===== src/rtl/seg7_pkg.sv =====
// Shared 7-segment definitions for the display encoder and the receive-side monitor.
// Segment bits are {dp, g, f, e, d, c, b, a}, active-high.
package seg7_pkg;

    localparam logic [7:0] SEG_TABLE [16] = '{
        8'h3F, 8'h06, 8'h5B, 8'h4F, 8'h66, 8'h6D, 8'h7D, 8'h07,
        8'h7F, 8'h6F, 8'h77, 8'h7C, 8'h39, 8'h5E, 8'h79, 8'h71
    };

    localparam logic [7:0] SEG_DP_ONLY = 8'h80;

    typedef enum logic [1:0] {
        StIdle    = 2'd0,
        StAcquire = 2'd1,
        StTrack   = 2'd2,
        StLocked  = 2'd3
    } state_t;

endpackage


===== src/rtl/seg7_decode.sv =====
// Inverse segment table: exact match of the full pattern against the 16 hex glyphs.
module seg7_decode
    import seg7_pkg::*;
#(
    parameter int unsigned NBITS_SEG = 8
) (
    input  logic [NBITS_SEG-1:0] pattern,
    output logic                 valid,
    output logic [3:0]           hex
);

    always_comb begin
        valid = 1'b0;
        hex   = 4'd0;
        for (int i = 0; i < 16; i++) begin
            if (pattern == NBITS_SEG'(SEG_TABLE[i])) begin
                valid = 1'b1;
                hex   = 4'(i);
            end
        end
    end

endmodule


===== src/rtl/seg7_sequence_monitor.sv =====
// Decodes sampled segment patterns and checks them against the bouncing 0..15..0 counter rule.
// All status outputs are registered and respond one cycle after the sampling edge.
module seg7_sequence_monitor
    import seg7_pkg::*;
#(
    parameter int unsigned NBITS_SEG = 8,
    parameter int unsigned LOCK_LEN  = 4,
    parameter int unsigned NBITS_ERR = 8
) (
    input  logic                 clk_2,
    input  logic                 reset,
    input  logic                 sample,
    input  logic [NBITS_SEG-1:0] seg_in,
    output logic [3:0]           value,
    output logic                 value_valid,
    output logic                 bad_pattern,
    output logic                 mismatch,
    output logic                 direction,
    output logic                 locked,
    output logic [NBITS_ERR-1:0] err_count,
    output logic [1:0]           state
);

    localparam logic [4:0] LOCK_TARGET = 5'(LOCK_LEN);

    state_t     state_q;
    logic [3:0] ref_q;
    logic [3:0] match_q;
    logic       dec_valid;
    logic [3:0] dec_value;
    logic [3:0] pred;
    logic       pred_dir;
    logic       acq_up;
    logic       acq_down;
    logic [4:0] match_next;
    logic [NBITS_ERR-1:0] err_inc;

    seg7_decode #(
        .NBITS_SEG (NBITS_SEG)
    ) u_decode (
        .pattern (seg_in),
        .valid   (dec_valid),
        .hex     (dec_value)
    );

    // Next expected value; the direction flips only when turning at an end.
    always_comb begin
        pred     = ref_q;
        pred_dir = direction;
        if (!direction) begin
            if (ref_q == 4'd15) begin
                pred     = 4'd14;
                pred_dir = 1'b1;
            end else begin
                pred = ref_q + 4'd1;
            end
        end else begin
            if (ref_q == 4'd0) begin
                pred     = 4'd1;
                pred_dir = 1'b0;
            end else begin
                pred = ref_q - 4'd1;
            end
        end
    end

    assign acq_up     = (ref_q != 4'd15) && (dec_value == ref_q + 4'd1);
    assign acq_down   = (ref_q != 4'd0) && (dec_value == ref_q - 4'd1);
    assign match_next = {1'b0, match_q} + 5'd1;
    assign err_inc    = (err_count == '1) ? err_count : err_count + NBITS_ERR'(1);
    assign state      = state_q;

    always_ff @(posedge clk_2) begin
        if (reset) begin
            state_q     <= StIdle;
            ref_q       <= 4'd0;
            match_q     <= 4'd0;
            value       <= 4'd0;
            value_valid <= 1'b0;
            bad_pattern <= 1'b0;
            mismatch    <= 1'b0;
            direction   <= 1'b0;
            locked      <= 1'b0;
            err_count   <= '0;
        end else begin
            value_valid <= 1'b0;
            bad_pattern <= 1'b0;
            mismatch    <= 1'b0;
            if (sample) begin
                if (!dec_valid) begin
                    bad_pattern <= 1'b1;
                    err_count   <= err_inc;
                    state_q     <= StIdle;
                    match_q     <= 4'd0;
                    locked      <= 1'b0;
                end else begin
                    value       <= dec_value;
                    value_valid <= 1'b1;
                    ref_q       <= dec_value;
                    unique case (state_q)
                        StIdle: state_q <= StAcquire;
                        StAcquire: begin
                            if (acq_up || acq_down) begin
                                direction <= acq_down;
                                match_q   <= 4'd1;
                                if (LOCK_TARGET == 5'd1) begin
                                    state_q <= StLocked;
                                    locked  <= 1'b1;
                                end else begin
                                    state_q <= StTrack;
                                end
                            end
                        end
                        StTrack, StLocked: begin
                            if (dec_value == pred) begin
                                direction <= pred_dir;
                                if (state_q == StTrack) begin
                                    match_q <= match_next[3:0];
                                    if (match_next == LOCK_TARGET) begin
                                        state_q <= StLocked;
                                        locked  <= 1'b1;
                                    end
                                end
                            end else begin
                                // Loads and repeated values both land here.
                                mismatch  <= 1'b1;
                                err_count <= err_inc;
                                state_q   <= StAcquire;
                                match_q   <= 4'd0;
                                locked    <= 1'b0;
                            end
                        end
                        default: state_q <= StIdle;
                    endcase
                end
            end
        end
    end

endmodule

===== config.mk =====
export PLATFORM = sky130hd
export DESIGN_NAME = seg7_sequence_monitor
export DESIGN_NICKNAME = d
export VERILOG_FILES = /design/src/rtl/seg7_pkg.sv /design/src/rtl/seg7_decode.sv /design/src/rtl/seg7_sequence_monitor.sv
export SDC_FILE = /design/constraint.sdc
export NUM_CORES = 1
export LEC_CHECK = 0
export ABC_AREA = 1
export CORE_MARGIN = 3
export CORE_UTILIZATION = 54
export DETAILED_ROUTE_END_ITERATION = 12
export PLACE_DENSITY = 0.8
export SETUP_SLACK_MARGIN = 0.1
export SYNTH_ARGS = -nofsm -noshare
export SYNTH_HDL_FRONTEND = slang
export SYNTH_SLANG_ARGS = --single-unit
export TNS_END_PERCENT = 30

===== constraint.sdc =====
create_clock -name clk_2 -period 2.3 [get_ports clk_2]
set_input_delay 0.345 -clock clk_2 [delete_from_list [all_inputs] [get_ports clk_2]]
set_output_delay 0.345 -clock clk_2 [all_outputs]
set_load 0.05 [all_outputs]

==> impl_metrics.yaml <==
routing:
  num_vias: 2261
  vias_per_cell: 5.27
  drcViolationCount: 0
  drtIter0Drc: 146
  wl_um: 5440
  detail_route.wl_per_cell_um: 12.7
  ant_nets: 0
  dr.pass1.iters: 5
yosys:
  yosys-top-cells-count: "nand2_1, inv_1, nor2_1"
  synth_largest_area_cell: "dfxtp_1"
  avgSynthCellArea_um2: 6.07
  synth.net_count: 339
  ys_seq_elements: 23
  synth_seq_area_share_pct: 23.5
  ys.flop_type: "dfxtp_1"
  ys_warn_count: 0
  synth_area_leaders: "dfxtp_1, nand2_1, inv_1, nand3_1, nor2_1"
  synth.most_common_cell: "nand2_1"
  synthDistinctLibCells: 35
  synth_area_mm2: 0.00196
  postSynthCellCount: 323
  async_flop_share_pct: 0
  synth_top_area_share_pct: 23.5
  synth_edf_count: 0
cells_and_area:
  fin_util_pct: 82.7
  fin_cells: 429
  nets: 400
  area_delta_synth_final_pct: 44.0
  antennaDiodeCount: 0
  drive_above_1_share_pct: 31.6
  multi_input_area_mm2: 0.00154
  fin_area_mm2: 0.00283
  fillers: 234
  final-seq-area_um2: 473
sta:
  hold_slack_ns: 0.462
  period_needed_ns: 2.14
  finalClockSkew_ns: 0.00782
  fmax_mhz: 467
  fin_crit_sh_pct: 93.1
  rsz0062_at_grt: "true"
  drv_slew: 0
  worstMarginPinSlew_ns: 0.559
  setup_viol: 0
  hold_violations: 0
  slew_headroom_pct: 62.7
floorplan:
  initial_core_util_pct: 57.4
  io_pins: 30
  fp.dieW_um: 66.3
  rows: 21
  design.core.area_mm2: 0.00342
  die_h_um: 66.3
  fp.dieArea_mm2: 0.00439
status:
  outcome: "completed"
place:
  place_area_mm2: 0.00245
  dp_hpwl_um: 3530
  gp_congestion: 0.951
  portBuffers: 29
  placed_cells: 415
power_and_ir_drop:
  sequentialPowerShare_pct: 46.0
  p_leak_nw: 1.41
  p_int_w: 0.000599
  p_total_w: 0.000936
  power_frac_comb_pct: 33.6
  power.density_mw_per_mm2: 331
  clkPwrFrac_pct: 20.4
  peakVddDrop_uv: 277
  power.switching_w: 0.000337
  swShare_pct: 36.0
clocking:
  clock_path_buffers: 2
  cts.sinks: 23
  cts_hold_buf: 0
  h-tree-depth: 1
  clk_pin_slew_ns: 0.13
  cts_buffers: 3
  clock_latency_ns: 0.31
  cts_tree: "built"
  cts_root_buf: "clkbuf_4"
global_route:
  grt_most_used_layer: "met2"
  overflow: 0
  track_usage_pct: 22.2
  grt_max_degree: 19
  antenna_found_initial: 0
  met1_usage_pct: 29.4
  gr-usage-met3_pct: 3.23
  grt_pass1_vias: 1868
  grt_pass1_wl_um: 7940
  met2_usage_pct: 38.5
critical_path:
  cp-start-kind: "input port"
  worstSetupEndpointType: "flip-flop"
  crit_type: "input port to flip-flop"
  cp.arrival_ns: 2.40
  critical_path_required_ns: 2.56
  worstPathMaxFanout: 8
hold_path:
  min_path_type: "flip-flop to flip-flop"
job:
  maxCapViolCount: 0
worst max-delay path, stage by stage:
cell and delay (ns):
dlygate4sd2_1 0.27, inv_1 0.07, nand2_1 0.07, nor2_1 0.20
nand2_1 0.13, nand2_2 0.14, nor2_4 0.06, buf_4 0.13
nand4_1 0.08, nand3_2 0.09, nor2_4 0.16, nand3_4 0.12
o21a_4 0.28, nand3_2 0.07, nand2_1 0.06, nor2_1 0.11
power by group through the flow:
stage | registers, W | clock network, W | logic (W)
after floorplan | 0.000471 | 0 | 0.000144
after global placement | 0.000438 | 0 | 0.000263
after detailed placement | 0.000438 | 0 | 0.000266
after CTS | 0.000429 | 0.000198 | 0.000272
after global routing | 0.000433 | 0.000214 | 0.000345
final | 0.000430 | 0.000191 | 0.000315
sequential cells by signal (all words and copies together), names as in the netlist:
name and cells:
locked 1, mismatch 1, state 2, match_q 4, err_count 8, direction 1
bad_pattern 1, value_valid 1, ref_q 4
final cells by class:
type	count	share of cell area (%)
Clock buffer	3	0.797
Clock inverter	1	0.177
Inverter	51	7.22
Multi-Input combinational cell	247	54.3
Sequential cell	23	16.7
Tap cell	46	2.04
Timing Repair Buffer	58	18.7
per-stage QoR:
stage	setup TNS, ns	setup slack, ns
6_report	0	0.159
3_3_place_gp	-4.04	-0.325
3_5_place_dp	-4.30	-0.328
5_1_grt	0	0.0105
2_1_floorplan	0	0.127
4_1_cts	0	0.103
metal layers:
layer	vias to the layer above	wire length, um
met5	-	0
met4	0	85
met3	10	224
met2	73	2740
met1	1022	2390
li1	1156	-
path summary, 6_finish.rpt:
kind              startpoint    endpoint  slack [ns]  cells past startpoint
hold / removal        locked      locked        0.46                      2
setup / recovery   seg_in[3]  match_q[2]        0.16                     16
hold reg to reg       locked      locked        0.46                      2
setup reg to reg    ref_q[1]  match_q[2]        0.16                     15
repair_timing:
| item | in CTS | in global routing |
|---|---|---|
| resized for setup | 6 | 71 |
| buffers inserted | 2 | 7 |
| endpoints found under the setup margin | 10 | 20 |
| pin swaps | 0 | 46 |
| gates cloned | 0 | 1 |
cells in the final DEF (no fill, tap or decap), drive strengths merged:
master         count
a21oi             17
a31oi              1
buf               29
clkbuf             3
clkdlybuf4s50     21
clkinv             1
dfxtp             23
dlygate4sd2        1
dlymetal6s2s       7
ha                 5
inv               51
nand2            100
nand3             35
nand3b             1
nand4              8
nor2              50
nor3               4
nor3b              2
nor4               1
o2111ai            1
o211ai             1
o21a               1
o21ai             13
o22ai              1
xnor2              3
xor2               3
cells by family (layout without fill, tap and decap cells):
| logic type | Yosys count | after routing | synth area share [%] |
|---|---|---|---|
| fa+ha+maj | 5 | 5 | 3.19 |
| flops | 23 | 23 | 23.5 |
| buf+inv | 54 | 113 | 10.9 |
| simple gates | 200 | 201 | 49.9 |
| xor+xnor | 6 | 6 | 2.68 |
| compound gates | 35 | 35 | 9.89 |
Power figures use the tool's default switching activity.
